[config.mk]
export PLATFORM = sky130hd
export DESIGN_NAME = uart_tx_fifo_flat
export DESIGN_NICKNAME = d
export VERILOG_FILES = /design/src/rtl/uart_tx_fifo_pkg.sv /design/src/rtl/uart_tx_fifo_if.sv /design/src/rtl/uart_fifo_ram.sv /design/src/rtl/uart_tx_fifo.sv /design/src/flat_wrapper.sv
export SDC_FILE = /design/constraint.sdc
export NUM_CORES = 1
export LEC_CHECK = 0
export BUFFER_PORTS_ARGS = -buffer_cell sky130_fd_sc_hd__buf_2
export CELL_PAD_IN_SITES_DETAIL_PLACEMENT = 0
export CELL_PAD_IN_SITES_GLOBAL_PLACEMENT = 1
export CORE_UTILIZATION = 56
export CTS_CLUSTER_SIZE = 20
export DETAILED_ROUTE_END_ITERATION = 8
export PLACE_DENSITY_LB_ADDON = 0.1
export SLEW_MARGIN = 20
export SYNTH_ARGS = -nofsm -noshare
export SYNTH_HDL_FRONTEND = slang
export SYNTH_SLANG_ARGS = --single-unit
[constraint.sdc]
create_clock -name clk -period 8.4 [get_ports clk]
set_input_delay 1.68 -clock clk [delete_from_list [all_inputs] [get_ports clk]]
set_output_delay 1.68 -clock clk [all_outputs]
set_load 0.02 [all_outputs]
[src/rtl/uart_tx_fifo_pkg.sv]
// Shared UART definitions used by the TX FIFO, serializer and deserializer.
//   UART_DATA_W : default byte width on the UART data path
//   is_pow2()   : elaboration-time helper for power-of-two parameter checks
package uart_pkg;

  localparam int unsigned UART_DATA_W = 8;

  function automatic bit is_pow2(input int unsigned v);
    return (v != 0) && ((v & (v - 1)) == 0);
  endfunction

endpackage

[src/rtl/uart_tx_fifo_if.sv]
// Handshake bundle between the system writer / UART serializer and the TX FIFO.
//   master : system write side and serializer read side (drives requests and write data)
//   slave  : the FIFO (drives flags, occupancy and read data)
// Signals:
//   wr_en_i, wr_data_i            write request and data
//   full_o                        FIFO full
//   fifo_rd_en_i                  read request from serializer
//   fifo_rd_data_o                registered read data, valid 1 clk after accepted read
//   fifo_empty_o                  FIFO empty
//   count_o                       occupancy 0..DEPTH
interface uart_tx_fifo_if
  import uart_pkg::*;
#(
  parameter int unsigned DEPTH  = 16,
  parameter int unsigned DATA_W = UART_DATA_W
);
  localparam int unsigned CNT_W = $clog2(DEPTH) + 1;

  logic              wr_en_i;
  logic [DATA_W-1:0] wr_data_i;
  logic              full_o;
  logic              fifo_rd_en_i;
  logic [DATA_W-1:0] fifo_rd_data_o;
  logic              fifo_empty_o;
  logic [CNT_W-1:0]  count_o;

  modport master (
    output wr_en_i, wr_data_i, fifo_rd_en_i,
    input  full_o, fifo_rd_data_o, fifo_empty_o, count_o
  );

  modport slave (
    input  wr_en_i, wr_data_i, fifo_rd_en_i,
    output full_o, fifo_rd_data_o, fifo_empty_o, count_o
  );

endinterface

[src/rtl/uart_fifo_ram.sv]
// Simple dual-port RAM for the UART TX FIFO: one write port, one registered read port.
// Storage is never reset; only the read register is (so read data comes up as 0).
// Ports:
//   clk, rst          clock, synchronous active-high reset (read register only)
//   we, wr_addr, wr_data    write port
//   rd_en, rd_addr    read request; rd_data updates on the next clock
//   rd_data           registered read data, holds when rd_en is low
module uart_fifo_ram #(
  parameter int unsigned DEPTH  = 16,
  parameter int unsigned DATA_W = 8,
  parameter int unsigned ADDR_W = $clog2(DEPTH)
) (
  input  logic              clk,
  input  logic              rst,
  input  logic              we,
  input  logic [ADDR_W-1:0] wr_addr,
  input  logic [DATA_W-1:0] wr_data,
  input  logic              rd_en,
  input  logic [ADDR_W-1:0] rd_addr,
  output logic [DATA_W-1:0] rd_data
);

  logic [DATA_W-1:0] mem [DEPTH];

  always_ff @(posedge clk) begin
    if (we) mem[wr_addr] <= wr_data;
  end

  always_ff @(posedge clk) begin
    if (rst)        rd_data <= '0;
    else if (rd_en) rd_data <= mem[rd_addr];
  end

endmodule

[src/rtl/uart_tx_fifo.sv]
// Synchronous byte FIFO feeding the UART serializer. No fall-through: a byte
// written at cycle N can be read at N+1 at the earliest, with data at N+2.
// Ports:
//   clk, rst   clock, synchronous active-high reset
//   bus        uart_tx_fifo_if.slave (write side, serializer read side, flags, count)
//   ovf_o      sticky overflow  (only with UART_FIFO_ERR_FLAGS_EN defined)
//   udf_o      sticky underflow (only with UART_FIFO_ERR_FLAGS_EN defined)
// Configuration macro: UART_FIFO_ERR_FLAGS_EN
module uart_tx_fifo
  import uart_pkg::*;
#(
  parameter int unsigned DEPTH  = 16,
  parameter int unsigned DATA_W = UART_DATA_W
) (
  input  logic clk,
  input  logic rst,
  uart_tx_fifo_if.slave bus
`ifdef UART_FIFO_ERR_FLAGS_EN
  ,
  output logic ovf_o,
  output logic udf_o
`endif
);

  localparam int unsigned ADDR_W = $clog2(DEPTH);
  localparam int unsigned CNT_W  = ADDR_W + 1;

  if (DEPTH < 2 || !is_pow2(DEPTH)) begin : g_depth_check
    $error("uart_tx_fifo: DEPTH must be a power of 2 and >= 2");
  end

  logic [ADDR_W-1:0] wr_ptr_q;
  logic [ADDR_W-1:0] rd_ptr_q;
  logic [CNT_W-1:0]  count_q;
  logic [CNT_W-1:0]  count_nxt;
  logic              full_q;
  logic              empty_q;
  logic              wr_acc;
  logic              rd_acc;
  logic [DATA_W-1:0] rd_data;

  // Acceptance uses the registered flags, so a write while full is dropped
  // even if a read frees a slot in the same cycle, and vice versa.
  always_comb begin
    wr_acc    = bus.wr_en_i & ~full_q;
    rd_acc    = bus.fifo_rd_en_i & ~empty_q;
    count_nxt = count_q + CNT_W'(wr_acc) - CNT_W'(rd_acc);
  end

  always_ff @(posedge clk) begin
    if (rst) begin
      wr_ptr_q <= '0;
      rd_ptr_q <= '0;
      count_q  <= '0;
      full_q   <= 1'b0;
      empty_q  <= 1'b1;
    end else begin
      if (wr_acc) wr_ptr_q <= wr_ptr_q + ADDR_W'(1);
      if (rd_acc) rd_ptr_q <= rd_ptr_q + ADDR_W'(1);
      count_q <= count_nxt;
      full_q  <= (count_nxt == CNT_W'(DEPTH));
      empty_q <= (count_nxt == '0);
    end
  end

  uart_fifo_ram #(
    .DEPTH  (DEPTH),
    .DATA_W (DATA_W),
    .ADDR_W (ADDR_W)
  ) u_ram (
    .clk     (clk),
    .rst     (rst),
    .we      (wr_acc),
    .wr_addr (wr_ptr_q),
    .wr_data (bus.wr_data_i),
    .rd_en   (rd_acc),
    .rd_addr (rd_ptr_q),
    .rd_data (rd_data)
  );

  assign bus.fifo_rd_data_o = rd_data;
  assign bus.full_o         = full_q;
  assign bus.fifo_empty_o   = empty_q;
  assign bus.count_o        = count_q;

`ifdef UART_FIFO_ERR_FLAGS_EN
  always_ff @(posedge clk) begin
    if (rst) begin
      ovf_o <= 1'b0;
      udf_o <= 1'b0;
    end else begin
      if (bus.wr_en_i & full_q)       ovf_o <= 1'b1;
      if (bus.fifo_rd_en_i & empty_q) udf_o <= 1'b1;
    end
  end
`endif

endmodule

[src/flat_wrapper.sv]
// flat-port wrapper written by rule: the top's interface ports become plain ports
module uart_tx_fifo_flat import uart_pkg::*;
#(
  parameter int unsigned DEPTH  = 16,
  parameter int unsigned DATA_W = UART_DATA_W
)
  (clk, rst, bus_wr_en_i, bus_wr_data_i, bus_fifo_rd_en_i, bus_full_o, bus_fifo_rd_data_o, bus_fifo_empty_o, bus_count_o);
  uart_tx_fifo_if #(.DEPTH(DEPTH), .DATA_W(DATA_W)) bus_i ();
  input  logic clk;
  input  logic rst;
  input wire logic [$bits(bus_i.wr_en_i)-1:0] bus_wr_en_i;
  input wire logic [$bits(bus_i.wr_data_i)-1:0] bus_wr_data_i;
  input wire logic [$bits(bus_i.fifo_rd_en_i)-1:0] bus_fifo_rd_en_i;
  output wire logic [$bits(bus_i.full_o)-1:0] bus_full_o;
  output wire logic [$bits(bus_i.fifo_rd_data_o)-1:0] bus_fifo_rd_data_o;
  output wire logic [$bits(bus_i.fifo_empty_o)-1:0] bus_fifo_empty_o;
  output wire logic [$bits(bus_i.count_o)-1:0] bus_count_o;
  assign bus_i.wr_en_i = bus_wr_en_i;
  assign bus_i.wr_data_i = bus_wr_data_i;
  assign bus_i.fifo_rd_en_i = bus_fifo_rd_en_i;
  assign bus_full_o = bus_i.full_o;
  assign bus_fifo_rd_data_o = bus_i.fifo_rd_data_o;
  assign bus_fifo_empty_o = bus_i.fifo_empty_o;
  assign bus_count_o = bus_i.count_o;
  uart_tx_fifo #(.DEPTH(DEPTH), .DATA_W(DATA_W)) u_core (.clk(clk), .rst(rst), .bus(bus_i));
endmodule
### Yosys cells after proc, flatten, opt, wreduce, memory -nomap -nowiden

Memory sizes are Yosys's and may differ from the RTL's. A register that Yosys moved wholly into a read port is not among the register bits.
Index checks and enable logic that the tools add are counted.

* flip-flop bits (word level): 15
* output and inout bits: 15
* RAM bits: 128
* input bits: 12
* memories: 1
* logic and storage cells: 18

Memory list
* u_core.u_ram.mem: depth 16, bits a word 8, rd ports 1, clocked after memory_dff 1, write ports 1, line uart_fifo_ram.sv:23 `logic [DATA_W-1:0] mem [DEPTH];`

* reduce and logical (&&, ||, !) cells: 1
* bitwise operators: 4
* equality and inequality tests: 1
* muxes and demuxes: 2
* add/sub/neg operators: 4

Operators by type and width (count)
* $add A4 B1 Y4 const B: 2
* $add A5 B1 Y5: 1
* $eq A5 B5 Y1 const B: 1
* $logic_not A5 Y1: 1
* $sub A5 B1 Y5: 1
* $and A1 B1 Y1: 2
* $mux W1: 2
* $not A1 Y1: 2

### Longest topological paths before layout

* depth in word-level cells: 5
* gate-level depth with buffers: 11
* depth with buffers taken out: 10

### Cells and area by module

Synthesis repeated with hierarchy kept, for this count alone.

* cells, all modules: 388
* area total of the unflattened synthesis: 6039.5 µm²

By module, submodules not included
* uart_fifo_ram: area an instance 5343.9 µm², seq. area each 4003.8 µm², cells an instance 316, instances 1
* uart_tx_fifo: area an instance 695.7 µm², seq. area each 300.3 µm², cells an instance 72, instances 1

### Worst setup path after synthesis

No wires, ideal clock.

* path kind: input -> register
* from: input port bus_fifo_rd_en_i
* to: register u_core.full_q, in the netlist u_core.bus.full_o
* cell stages on the path: 10
* data required time: 8.297 ns
* setup time: 0.103 ns
* arrival time: 3.745 ns
* path buffers: 1
* path slack: 4.551 ns
* cell sequence: nor2b_1 > buf_2 > ha_1 > inv_1 > ha_1 > inv_1 > fa_1 > xnor2_1 > or3b_2 > a2111oi_2

* cells in the longest elaborated chain, start to end: 3

RTL lines
* start, declared: line flat_wrapper.sv:13 `input wire logic [$bits(bus_i.fifo_rd_en_i)-1:0] bus_fifo_rd_en_i;`
* $and A1 B1 Y1: line uart_tx_fifo.sv:46 `rd_acc = bus.fifo_rd_en_i & ~empty_q;`
* net u_core.rd_acc: line uart_tx_fifo.sv:39 `logic rd_acc;`
* $sub A5 B1 Y5: line uart_tx_fifo.sv:47 `count_nxt = count_q + CNT_W'(wr_acc) - CNT_W'(rd_acc);`
* $eq A5 B5 Y1: line uart_tx_fifo.sv:61 `full_q <= (count_nxt == CNT_W'(DEPTH));`
* end signal, assigned: line uart_tx_fifo.sv:61
* end, declared: line uart_tx_fifo.sv:36 `logic full_q;`

The timed path passes the listed nets, and every way through them passes these cells.
A chain may end at the register's enable or synchronous reset.

### Worst setup path after layout

* from: input port bus_fifo_rd_en_i
* to: register u_core.full_q, in the netlist u_core.bus.full_o

* cells in the longest elaborated chain, start to end: 3

RTL lines (line)
* $and A1 B1 Y1: uart_tx_fifo.sv:46
* $sub A5 B1 Y5: uart_tx_fifo.sv:47
* $eq A5 B5 Y1: uart_tx_fifo.sv:61

No other way between the ends.

==> impl_metrics.py <==
metrics = {
    "run_status": {
        "status": "finished clean",
    },
    "timing": {
        "fin_crit_ns": 3.73,
        "finalMaxSlewViolations": 0,
        "tns_ns": 0,
        "setup_violations": 0,
        "fin_hold_ws_ns": 0.472,
        "grt_setup_unrepaired": "no",
        "slew_headroom_pct": 40.4,
        "hold_viol": 0,
        "max_freq_mhz": 268,
        "tightest_slew_ns": 0.891,
        "skew_ns": 0.00774,
        "fin_crit_sh_pct": 44.4,
    },
    "floorplan": {
        "start_util_pct": 57.9,
        "die_w_um": 105,
        "rows": 37,
        "die_area_mm2": 0.0111,
        "core_area_mm2": 0.0103,
        "io_pins": 27,
        "die_h_um": 105,
    },
    "grt": {
        "grt_max_degree": 49,
        "grt_use_total_pct": 22.3,
        "grt_pass1_vias": 3055,
        "overflow": 0,
        "antenna_found_initial": 0,
        "grt_pass1_wl_um": 17400,
    },
    "yosys": {
        "yosys_warnings": 0,
        "synth_edf_count": 128,
        "seq_area_frac_synth_pct": 72.0,
        "synth_area_leaders": "edfxtp_1 64%, dfxtp_1 7.7%, mux4_2 6.8%, mux2i_1 6.2%, ha_1 2.1%",
        "synth_cell_types": 35,
        "synthFlopType": "edfxtp_1",
        "synth_area_per_cell_um2": 17.2,
        "ys_ff_latch": 151,
        "syn_inst": 347,
        "syn-num-nets": 370,
        "yosysTopAreaCell": "edfxtp_1",
        "synth_top_area_share_pct": 64.3,
        "synthArstFlopShare_pct": 0,
        "synth.cell_area_mm2": 0.00598,
    },
    "setup_path": {
        "worstPathCellList": "buf_2 > nor2b_1 > ha_1 > inv_1 > ha_1 > inv_1 > fa_1 > xnor2_1 > or3b_2 > a2111oi_2",
        "critPathMaxFanout": 8,
        "crit_slowest_cell": "or3b_2",
        "critPathLaunchType": "input port",
        "crit_type": "in2reg",
        "rr_startpoint": "u_core.bus.fifo_empty_o$_SDFF_PP1_",
        "worst_ep_required_time_ns": 8.82,
        "setup.worst_path.start": "bus_fifo_rd_en_i",
        "reg2reg_depth": 9,
        "cp.arrival_ns": 4.14,
        "crit_path_max_incr_delay_ns": 0.46,
        "end_kind": "flop",
    },
    "route": {
        "drtPass1Iterations": 4,
        "ant_nets": 0,
        "via_count": 2973,
        "wirelength_um": 11100,
        "via_per_inst": 5.64,
        "drc": 0,
        "drtIter0Drc": 232,
        "wire_per_inst_um": 21.1,
    },
    "pwr": {
        "p_clk_share_pct": 40.1,
        "ir_worst_vdd_mv": 0.185,
        "power.density_mw_per_mm2": 283,
        "net-switching-power_uw": 464,
        "p_sw_share_pct": 24.0,
        "pwr-share-comb_pct": 14.3,
        "p_int_mw": 1.47,
        "seqPwrFrac_pct": 45.6,
        "finalPower_mw": 1.93,
        "p_leak_nw": 2.26,
    },
    "clock_tree": {
        "cts_buffer_depth": 2,
        "h-tree-depth": 4,
        "cts_setup_buffers": 0,
        "path_clk_slew_ns": 0.06,
        "post_cts_resized": 0,
        "clock-sinks": 151,
        "clock_latency_ns": 0.51,
        "cts_root_buf": "clkbuf_8",
        "ctsHoldBuffers": 0,
        "cts_tree": "done",
        "cts_made_buffers": 17,
    },
    "cells_and_area": {
        "mostFrequentLayoutCells": "128 x edfxtp_1, 37 x mux2i_1, 26 x buf_2, 25 x nor2_1, 22 x dfxtp_1",
        "fillers": 720,
        "n_antenna_cell": 0,
        "final_common_cell": "edfxtp_1",
        "syn2layout_area_growth_pct": 14.3,
        "nets": 401,
        "drive_gt1_share_pct": 20.5,
    },
    "placed_design": {
        "gp_congestion": 0.768,
        "dp_hpwl_um": 6930,
        "port_buffers": 26,
    },
    "worst_hold_path": {
        "hold_class": "reg2reg",
        "hold-path-cell-count": 2,
        "min_from": "u_core.u_ram.rd_data[1]$_SDFFE_PP0P_",
    },
    "run": {
        "maxCapViolations": 0,
    },
}
## per-stage QoR
step / std cells / utilization (%) / setup WS [ns] / cell area [µm²]
after detailed placement: 495 / 60.3 / 4.12 / 6230
after floorplan: 347 / - / 4.55 / 5980
after CTS: 527 / 66.2 / 4.69 / 6830
after global routing: 527 / 66.2 / 4.51 / 6830
final: 527 / 66.2 / 4.67 / 6830
after global placement: 495 / 60.3 / 4.17 / 6230
## power by group through the flow
stage | clock [mW] | sequential [mW] | combinational, mW
6_report | 0.776 | 0.881 | 0.277
5_1_grt | 0.819 | 0.886 | 0.307
4_1_cts | 0.789 | 0.882 | 0.280
3_5_place_dp | 0 | 0.898 | 0.279
3_3_place_gp | 0 | 0.896 | 0.276
2_1_floorplan | 0 | 0.909 | 0.184
## flip-flops by register name (all words and copies together), names as in the netlist
| signal | count |
|---|---|
| u_core.rd_ptr_q | 4 |
| u_core.bus.count_o | 5 |
| u_core.bus.fifo_empty_o | 1 |
| u_core.bus.full_o | 1 |
| u_core.u_ram.mem | 128 |
| u_core.u_ram.rd_data | 8 |
| u_core.wr_ptr_q | 4 |
## metal layers
| metal | wire [µm] | up-vias | share of wire, % | global-route usage (%) |
|---|---|---|---|---|
| met4 | 164 | 0 | 1.5 | 10.1 |
| met1 | 5090 | 1498 | 46 | 29.9 |
| met5 | 0 | - | 0 | 0 |
| li1 | - | 1406 | - | - |
| met3 | 326 | 10 | 2.9 | 4.89 |
| met2 | 5550 | 59 | 50 | 35.2 |
## cells by family after synthesis
family                   Yosys count  synth area share [%]
flip-flops                       151                  72.0
AND/OR/NAND/NOR                   52                  4.19
adder cells (fa/ha/maj)           11                  2.43
AO/OA/AOI/OAI                     38                  4.58
XOR/XNOR                          10                  1.47
buffers and inverters             29                  2.16
multiplexers                      56                  13.2
## cell usage after synthesis (3+ instances only)
master and number:
nand2_1 6, mux4_2 18, mux2i_1 37, inv_1 9, nor2b_1 7, buf_2 7, clkbuf_1 8, nor2_1 25
o21ai_1 3, xnor2_1 4, buf_4 3, a22oi_1 15, dfxtp_1 23, a32oi_1 7, nor3_1 4, ha_1 10
edfxtp_1 128, a21oi_1 3, xor2_1 6, o21ai_0 6
## critical path: cells and delay by family
family	cells	cell delay [ns]
simple gates	2	0.90
fa+ha+maj	3	0.89
compound gates	1	0.32
buf+inv	3	0.19
xor+xnor	1	0.16
## area by class of cell
cell class	instances	area [µm²]	area share, %
flip-flops and latches	151	4310	63.0
multi-input cells	167	1540	22.6
clock buffers	25	464	6.79
repair buffers	32	175	2.56
well taps	136	170	2.49
clock inverters	7	141	2.07
inverters	9	33.8	0.494
## final timing paths
check	to	slack (ns)
worst min-delay path	u_core.u_ram.rd_data[1]$_SDFFE_PP0P_	0.47
worst max register to register	u_core.bus.full_o$_SDFF_PP0_	5.62
worst max-delay path	u_core.bus.full_o$_SDFF_PP0_	4.67
worst min register to register	u_core.u_ram.rd_data[1]$_SDFFE_PP0P_	0.47
Note: power is estimated with default switching activity, not from simulation.
